### config.mk
export PLATFORM = sky130hd
export DESIGN_NAME = alu_ctrl_stage
export DESIGN_NICKNAME = d
export VERILOG_FILES = /design/src/rtl/alu_ctrl_pkg.sv /design/src/rtl/branch_resolve.sv /design/src/rtl/alu_ctrl_stage.sv
export SDC_FILE = /design/constraint.sdc
export NUM_CORES = 1
export LEC_CHECK = 0
export BUFFER_PORTS_ARGS = -buffer_cell sky130_fd_sc_hd__buf_2
export CORE_MARGIN = 2
export CORE_UTILIZATION = 46
export DETAILED_ROUTE_END_ITERATION = 12
export GPL_ROUTABILITY_DRIVEN = 1
export GPL_TIMING_DRIVEN = 1
export PLACE_DENSITY = 0.79
export SYNTH_ARGS = -nofsm -noshare
export SYNTH_HDL_FRONTEND = slang
export SYNTH_SLANG_ARGS = --single-unit
### constraint.sdc
create_clock -name clk -period 3.2 [get_ports clk]
set_input_delay 0.32 -clock clk [delete_from_list [all_inputs] [get_ports clk]]
set_output_delay 0.32 -clock clk [all_outputs]
set_load 0.03 [all_outputs]
### src/rtl/alu_ctrl_pkg.sv
// Shared types for the ALU-control / branch-resolution stage.
// Holds ALU codes, decode classes, branch func3 values and the decode helper.
package alu_ctrl_pkg;

    typedef enum logic [3:0] {
        ALU_ADD     = 4'd0,
        ALU_SUB     = 4'd1,
        ALU_AND     = 4'd2,
        ALU_OR      = 4'd3,
        ALU_XOR     = 4'd4,
        ALU_SLT     = 4'd5,
        ALU_SLTU    = 4'd6,
        ALU_SLL     = 4'd7,
        ALU_SRL     = 4'd8,
        ALU_SRA     = 4'd9,
        ALU_PASSB   = 4'd10,
        ALU_INVALID = 4'd15
    } alu_ctrl_e;

    typedef enum logic [2:0] {
        OP_ADD  = 3'b000,
        OP_SUB  = 3'b001,
        OP_FUNC = 3'b010,
        OP_MEM  = 3'b011,
        OP_LUI  = 3'b100
    } alu_op_e;

    localparam logic [2:0] BR_EQ  = 3'b000;
    localparam logic [2:0] BR_NE  = 3'b001;
    localparam logic [2:0] BR_LT  = 3'b100;
    localparam logic [2:0] BR_GE  = 3'b101;
    localparam logic [2:0] BR_LTU = 3'b110;
    localparam logic [2:0] BR_GEU = 3'b111;

    typedef enum logic {
        ST_IDLE,
        ST_FLUSH
    } flush_state_e;

    typedef struct packed {
        alu_ctrl_e ctrl;
        logic      byte_op;
        logic      half_op;
        logic      unsigned_ld;
        logic      illegal;
    } dec_t;

    function automatic dec_t decode(
        input logic [2:0] alu_op,
        input logic [2:0] func3,
        input logic       func7_5,
        input logic       op5
    );
        dec_t d;
        d.ctrl        = ALU_ADD;
        d.byte_op     = 1'b0;
        d.half_op     = 1'b0;
        d.unsigned_ld = 1'b0;
        d.illegal     = 1'b0;
        unique case (1'b1)
            (alu_op == OP_ADD): d.ctrl = ALU_ADD;
            (alu_op == OP_SUB): d.ctrl = ALU_SUB;
            (alu_op == OP_FUNC): begin
                unique case (func3)
                    3'b000: d.ctrl = (op5 & func7_5) ? ALU_SUB : ALU_ADD;
                    3'b001: d.ctrl = ALU_SLL;
                    3'b010: d.ctrl = ALU_SLT;
                    3'b011: d.ctrl = ALU_SLTU;
                    3'b100: d.ctrl = ALU_XOR;
                    3'b101: d.ctrl = func7_5 ? ALU_SRA : ALU_SRL;
                    3'b110: d.ctrl = ALU_OR;
                    3'b111: d.ctrl = ALU_AND;
                endcase
            end
            (alu_op == OP_MEM): begin
                d.ctrl        = ALU_ADD;
                d.byte_op     = (func3[1:0] == 2'b00);
                d.half_op     = (func3[1:0] == 2'b01);
                d.unsigned_ld = func3[2];
            end
            (alu_op == OP_LUI): d.ctrl = ALU_PASSB;
            default: begin
                d.ctrl    = ALU_INVALID;
                d.illegal = 1'b1;
            end
        endcase
        return d;
    endfunction

endpackage

### src/rtl/branch_resolve.sv
// Branch condition evaluation plus the redirect pulse and flush window.
// Resolutions arriving during the flush window belong to squashed work.
module branch_resolve
    import alu_ctrl_pkg::*;
#(
    parameter int FLUSH_CYCLES = 2
) (
    input  logic       clk,
    input  logic       rst_n,
    input  logic       res_valid,
    input  logic       res_branch,
    input  logic       res_jlink,
    input  logic [2:0] res_func3,
    input  logic       flag_z,
    input  logic       flag_n,
    input  logic       flag_v,
    input  logic       flag_c,
    output logic       pc_src_o,
    output logic       flush_o
);

    localparam int CNT_W = (FLUSH_CYCLES > 1) ? $clog2(FLUSH_CYCLES) : 1;
    localparam logic [CNT_W-1:0] CNT_LOAD = CNT_W'(FLUSH_CYCLES - 1);

    flush_state_e     state;
    flush_state_e     state_nx;
    logic [CNT_W-1:0] cnt;
    logic [CNT_W-1:0] cnt_nx;
    logic             pc_src_nx;
    logic             cond;
    logic             lt;
    logic             taken;

    assign lt = flag_n ^ flag_v;

    always_comb begin
        cond = 1'b0;
        unique case (res_func3)
            BR_EQ:   cond = flag_z;
            BR_NE:   cond = !flag_z;
            BR_LT:   cond = lt;
            BR_GE:   cond = !lt;
            BR_LTU:  cond = !flag_c;
            BR_GEU:  cond = flag_c;
            default: cond = 1'b0;
        endcase
    end

    assign taken = res_valid & (res_jlink | (res_branch & cond));

    always_ff @(posedge clk or negedge rst_n) begin
        if (!rst_n) begin
            state    <= ST_IDLE;
            cnt      <= '0;
            pc_src_o <= 1'b0;
        end else begin
            state    <= state_nx;
            cnt      <= cnt_nx;
            pc_src_o <= pc_src_nx;
        end
    end

    always_comb begin
        state_nx  = state;
        cnt_nx    = cnt;
        pc_src_nx = 1'b0;
        unique case (state)
            ST_IDLE: begin
                if (taken) begin
                    state_nx  = ST_FLUSH;
                    cnt_nx    = CNT_LOAD;
                    pc_src_nx = 1'b1;
                end
            end
            ST_FLUSH: begin
                if (cnt == '0) state_nx = ST_IDLE;
                else           cnt_nx   = cnt - CNT_W'(1);
            end
        endcase
    end

    always_comb begin
        flush_o = (state == ST_FLUSH);
    end

endmodule

### src/rtl/alu_ctrl_stage.sv
// Registered ALU-control decode between ID and EX with valid/ready handshake.
// Also hosts branch resolution; an active flush squashes the pipeline register.
module alu_ctrl_stage
    import alu_ctrl_pkg::*;
#(
    parameter int CTRL_W       = 4,
    parameter int FLUSH_CYCLES = 2
) (
    input  logic              clk,
    input  logic              rst_n,
    input  logic              in_valid,
    output logic              in_ready,
    input  logic [2:0]        alu_op,
    input  logic [2:0]        func3,
    input  logic              func7_5,
    input  logic              op5,
    output logic              out_valid,
    input  logic              out_ready,
    output logic [CTRL_W-1:0] alu_ctrl_o,
    output logic              byte_op_o,
    output logic              half_op_o,
    output logic              unsigned_ld_o,
    output logic              illegal_o,
    input  logic              res_valid,
    input  logic              res_branch,
    input  logic              res_jlink,
    input  logic [2:0]        res_func3,
    input  logic              flag_z,
    input  logic              flag_n,
    input  logic              flag_v,
    input  logic              flag_c,
    output logic              pc_src_o,
    output logic              flush_o
);

    dec_t dec;
    dec_t q;

    assign in_ready = !out_valid | out_ready;
    assign dec      = decode(alu_op, func3, func7_5, op5);

    always_ff @(posedge clk or negedge rst_n) begin
        if (!rst_n) begin
            out_valid <= 1'b0;
            q         <= '0;
        end else if (flush_o) begin
            out_valid <= 1'b0;
        end else if (in_valid && in_ready) begin
            out_valid <= 1'b1;
            q         <= dec;
        end else if (out_ready) begin
            out_valid <= 1'b0;
        end
    end

    assign alu_ctrl_o    = CTRL_W'(q.ctrl);
    assign byte_op_o     = q.byte_op;
    assign half_op_o     = q.half_op;
    assign unsigned_ld_o = q.unsigned_ld;
    assign illegal_o     = q.illegal;

    branch_resolve #(
        .FLUSH_CYCLES(FLUSH_CYCLES)
    ) u_br (
        .clk       (clk),
        .rst_n     (rst_n),
        .res_valid (res_valid),
        .res_branch(res_branch),
        .res_jlink (res_jlink),
        .res_func3 (res_func3),
        .flag_z    (flag_z),
        .flag_n    (flag_n),
        .flag_v    (flag_v),
        .flag_c    (flag_c),
        .pc_src_o  (pc_src_o),
        .flush_o   (flush_o)
    );

endmodule
==> summary.md <==
| Metric | Value |
|---|---|
| Cell type with the largest total area after synthesis | sky130_fd_sc_hd__dfrtp_1 |
| Slowest stage cell on the critical path | sky130_fd_sc_hd__nor3_1 |
| First-pass GRT wire length | a little over 2000 µm |
| Async S/R FF share, synth | 100% |
| Delay of the slowest critical-path stage | ~0.48 ns |
| Place WS | 1.61 ns |
| Summed instance area of the synthesized netlist | between 600 and 700 µm² |
| Crit Path Category | register to register |
| Fmax | between 0.6 and 0.7 GHz |
| Number of ports placed on the die boundary | 34 |
| Clock edge transition at the registers on the reported setup and hold paths | around 0.070 ns |
| Ant diodes | 0 |
| Finished Core Util | ~66% |
| Hold Vio Cnt, Final | 0 |
| Top cells by area in the synthesized netlist | sky130_fd_sc_hd__dfrtp_1 47%, sky130_fd_sc_hd__nand2_1 6.5%, sky130_fd_sc_hd__o21ai_0 6.3%, sky130_fd_sc_hd__a22o_1 4.1%, sky130_fd_sc_hd__a21oi_1 3.9% |
| Maximum net fanout on the critical path | 14 |
| Number of fillers in the final layout | 120 |
| Number of antenna violations at the first check in global routing | 0 |
| CTS root buffer | sky130_fd_sc_hd__clkbuf_4 |
| Final min period | 1.63 ns |
| DR vias/cell | about 5.2 |
| RSZ-0062 raised after global routing | false |
| Post-CTS Hold Fix Bufs | 1 |
| Data required time of the critical path | approximately 3.4 ns |
| Dominant cell by count in the synthesized netlist | sky130_fd_sc_hd__dfrtp_1 |
| Number of port buffers | 33 |
| Top FF cell, synth | sky130_fd_sc_hd__dfrtp_1 |
| Net Count, Synth | 90 |
| Standard-cell rows | 13 |
| Die X-Extent | between 40 and 50 µm |
| Combined global-route utilization of all metal layers | 19.0% |
| Share of the clock period used by the worst path | 50.9% |
| Unique cell type count in the Yosys netlist | 25 |
| Clock tree from TritonCTS | built |
| Number of standard cells in the final layout excluding fillers | 120 |
| Total Die Area | 1700 µm² |
| Final std cell area, no fill | around 860 µm² |
| Number of failing setup endpoints in the final timing report | 0 |
| Cells along the critical path | nand3b_1 > nor3_1 > a22o_1 |
| Power density of the placed cells | between 700 and 800 nW/µm² |
| Instance area at placement | 816 µm² |
| Signed area change from the synthesized netlist to the final layout | 35.4% |
| Count of buffers added by post-CTS timing repair for setup | 0 |
| Largest vdd supply drop | around 0.48 mV |
| Least setup slack across all paths after layout | between 1.5 and 2 ns |
| Number of vias in the routed layout | about 630 |
| Skew final | ~0.0038 ns |
| Max_slew headroom | approximately two thirds |
| Max Root-Sink Buffers | 2 |
| Status | complete, no violations |
| Total wire length after detailed routing | 1380 µm |
| RD Place Congestion | 0.793 |
| Post-synthesis sequential area ratio | between 40% and 50% |
| Startpoint types | register |
| Number of max-capacitance violations reported | 0 |
| Die Height | 41.2 µm |
| Final Max Slew Viols | 0 |
| Placed cell count | 115 |
| Reported leakage power | around 0.45 nW |
| Endpoint kind of the worst setup timing path | register |
| Via count of the first global-routing pass | between 400 and 500 |
| CTS buffer count | 3 |
| Number of search-and-repair iterations in the first detailed-routing pass | 4 |
| Number of remaining DRC errors | 0 |
| Detailed placer's ending HPWL | around 1100 µm |
| Global route total overflow | 0 |
| Count of routing violations after the opening detailed-route iteration | 13 |
| Post-Syn Instances | 68 |
| Number of synthesis warnings | 0 |
| Ratio of cells with drive above 1 in the final layout | between 30% and 40% |
| Nets | about 130 |
| Transition time at the pin with the least slew margin | 0.474 ns |
| Post-CTS resize count | 0 |
| CTS H-tree lvls | 1 |
| Std-Cell Core Area | ~1300 µm² |
| Synthesized area divided by synthesized cell count | roughly 9.4 µm² |
| Starting density of the core | roughly half |
| Share of the synthesized area in the top cell type | 47.2% |
| Total clock sinks | 12 |
| Data arrival time of the critical path | 1.83 ns |
| Clock latency reported for the late side of the worst-skew pair | ~0.27 ns |
| Synthesized flop and latch total | 12 |
| Path type of the worst min-delay path | input port to register |
| Sum Neg Setup Slack | 0 ns |
| EDFF count, synth | 0 |
| Count of antenna-violating nets left after detailed routing | 0 |
| Drt wl/cell | 11.5 µm |
| Synth cell count leaders | 12 x sky130_fd_sc_hd__dfrtp_1, 11 x sky130_fd_sc_hd__nand2_1, 8 x sky130_fd_sc_hd__o21ai_0 |
| Pin count of the biggest net entering global routing | 15 |
cell families (layout without fill, tap and decap cells):
| kind of cell | after synthesis | count (layout) | share of synthesized area (%) |
|---|---|---|---|
| and+or+nand+nor | 27 | 27 | 21.8 |
| AOI/OAI and AO/OA | 23 | 23 | 22.4 |
| DFF | 12 | 12 | 47.2 |
| buffers and inverters | 3 | 40 | 1.96 |
| xor gates and xnor gates | 2 | 2 | 4.91 |
| muxes | 1 | 1 | 1.77 |
power breakdown:
group	total, W	internal [W]	leakage [nW]	switching [W]
combinational	0.000258	0.0000821	0.274	0.000176
sequential	0.000236	0.000204	0.152	0.0000320
clock	0.000117	0.0000691	0.0210	0.0000478
total	0.000611	0.000355	0.447	0.000255
per-stage QoR:
stage,hold WS (ns),power [W]
finish,0.306,0.000611
global route,0.317,0.000652
CTS,0.302,0.000618
detailed placement,0.210,0.000496
global placement,0.204,0.000488
floorplan,0.0244,0.000409
area by class of cell:
cell class	count	area (µm²)	share of cell area [%]
timing repair buffer	34	175	20.3
clock buffer	4	36.3	4.21
tap	15	18.8	2.18
sequential	12	300	34.8
multi-input combinational	53	324	37.6
inverter	2	7.51	0.871
worst paths after layout:
path                                     from             to  slack, ns  cells past startpoint
worst min-delay path                 in_valid      out_valid       0.31                      3
worst max register to register   u_br.flush_o      half_op_o       1.57                      3
worst min register to register  alu_ctrl_o[3]  alu_ctrl_o[3]       0.48                      2
worst max-delay path             u_br.flush_o      half_op_o       1.57                      3
max in group asynchronous               rst_n      half_op_o       2.52                      2
min in group asynchronous               rst_n      byte_op_o       0.47                      2
cells in the final DEF (no fill, tap or decap):
| cell | Yosys | layout |
|---|---|---|
| sky130_fd_sc_hd__xnor3_1 | 1 | 1 |
| sky130_fd_sc_hd__o21ai_0 | 8 | 8 |
| sky130_fd_sc_hd__nand4_1 | 1 | 1 |
| sky130_fd_sc_hd__a22o_1 | 3 | 3 |
| sky130_fd_sc_hd__nor2b_1 | 4 | 4 |
| sky130_fd_sc_hd__clkbuf_8 | 0 | 1 |
| sky130_fd_sc_hd__nand2b_1 | 1 | 1 |
| sky130_fd_sc_hd__o211ai_1 | 1 | 1 |
| sky130_fd_sc_hd__a21oi_1 | 5 | 5 |
| sky130_fd_sc_hd__o21a_1 | 1 | 1 |
| sky130_fd_sc_hd__o21bai_1 | 1 | 1 |
| sky130_fd_sc_hd__clkbuf_4 | 0 | 3 |
| sky130_fd_sc_hd__nand2_1 | 11 | 11 |
| sky130_fd_sc_hd__o22ai_1 | 1 | 1 |
| sky130_fd_sc_hd__a211o_1 | 1 | 1 |
| sky130_fd_sc_hd__a31oi_1 | 1 | 1 |
| sky130_fd_sc_hd__dfrtp_1 | 12 | 12 |
| sky130_fd_sc_hd__buf_2 | 1 | 33 |
| sky130_fd_sc_hd__dlygate4sd3_1 | 0 | 1 |
| sky130_fd_sc_hd__nor2_1 | 2 | 2 |
| sky130_fd_sc_hd__inv_1 | 2 | 2 |
| sky130_fd_sc_hd__xor2_1 | 1 | 1 |
| sky130_fd_sc_hd__and3b_2 | 1 | 1 |
| sky130_fd_sc_hd__mux2_2 | 1 | 1 |
| sky130_fd_sc_hd__nor3_1 | 4 | 4 |
| sky130_fd_sc_hd__nand3b_1 | 2 | 2 |
| sky130_fd_sc_hd__and2b_1 | 1 | 1 |
| sky130_fd_sc_hd__a211oi_1 | 1 | 1 |
routing by layer:
| metal | track usage, % | vias to the layer above | share of wire [%] | routed length [µm] |
|---|---|---|---|---|
| met1 | 26.9 | 279 | 46 | 637 |
| met2 | 26.2 | 24 | 47 | 654 |
| met5 | 0 | - | 0 | 0 |
| met3 | 3.26 | 2 | 5.0 | 69 |
| met4 | 12.1 | 0 | 1.5 | 21 |
| li1 | - | 323 | - | - |
flip-flops by register name (all words and copies together), names as in the netlist:
register / flops
alu_ctrl_o: 4
byte_op_o: 1
half_op_o: 1
illegal_o: 1
out_valid: 1
u_br.cnt: 1
u_br.flush_o: 1
u_br.pc_src_o: 1
unsigned_ld_o: 1
critical path, delay by kind of cell (launching register included):
kind	cells	cell delay (ns)
compound gates	1	0.20
flops	1	0.44
simple gates	2	0.93
No activity file was read; power rests on OpenSTA's default activity.
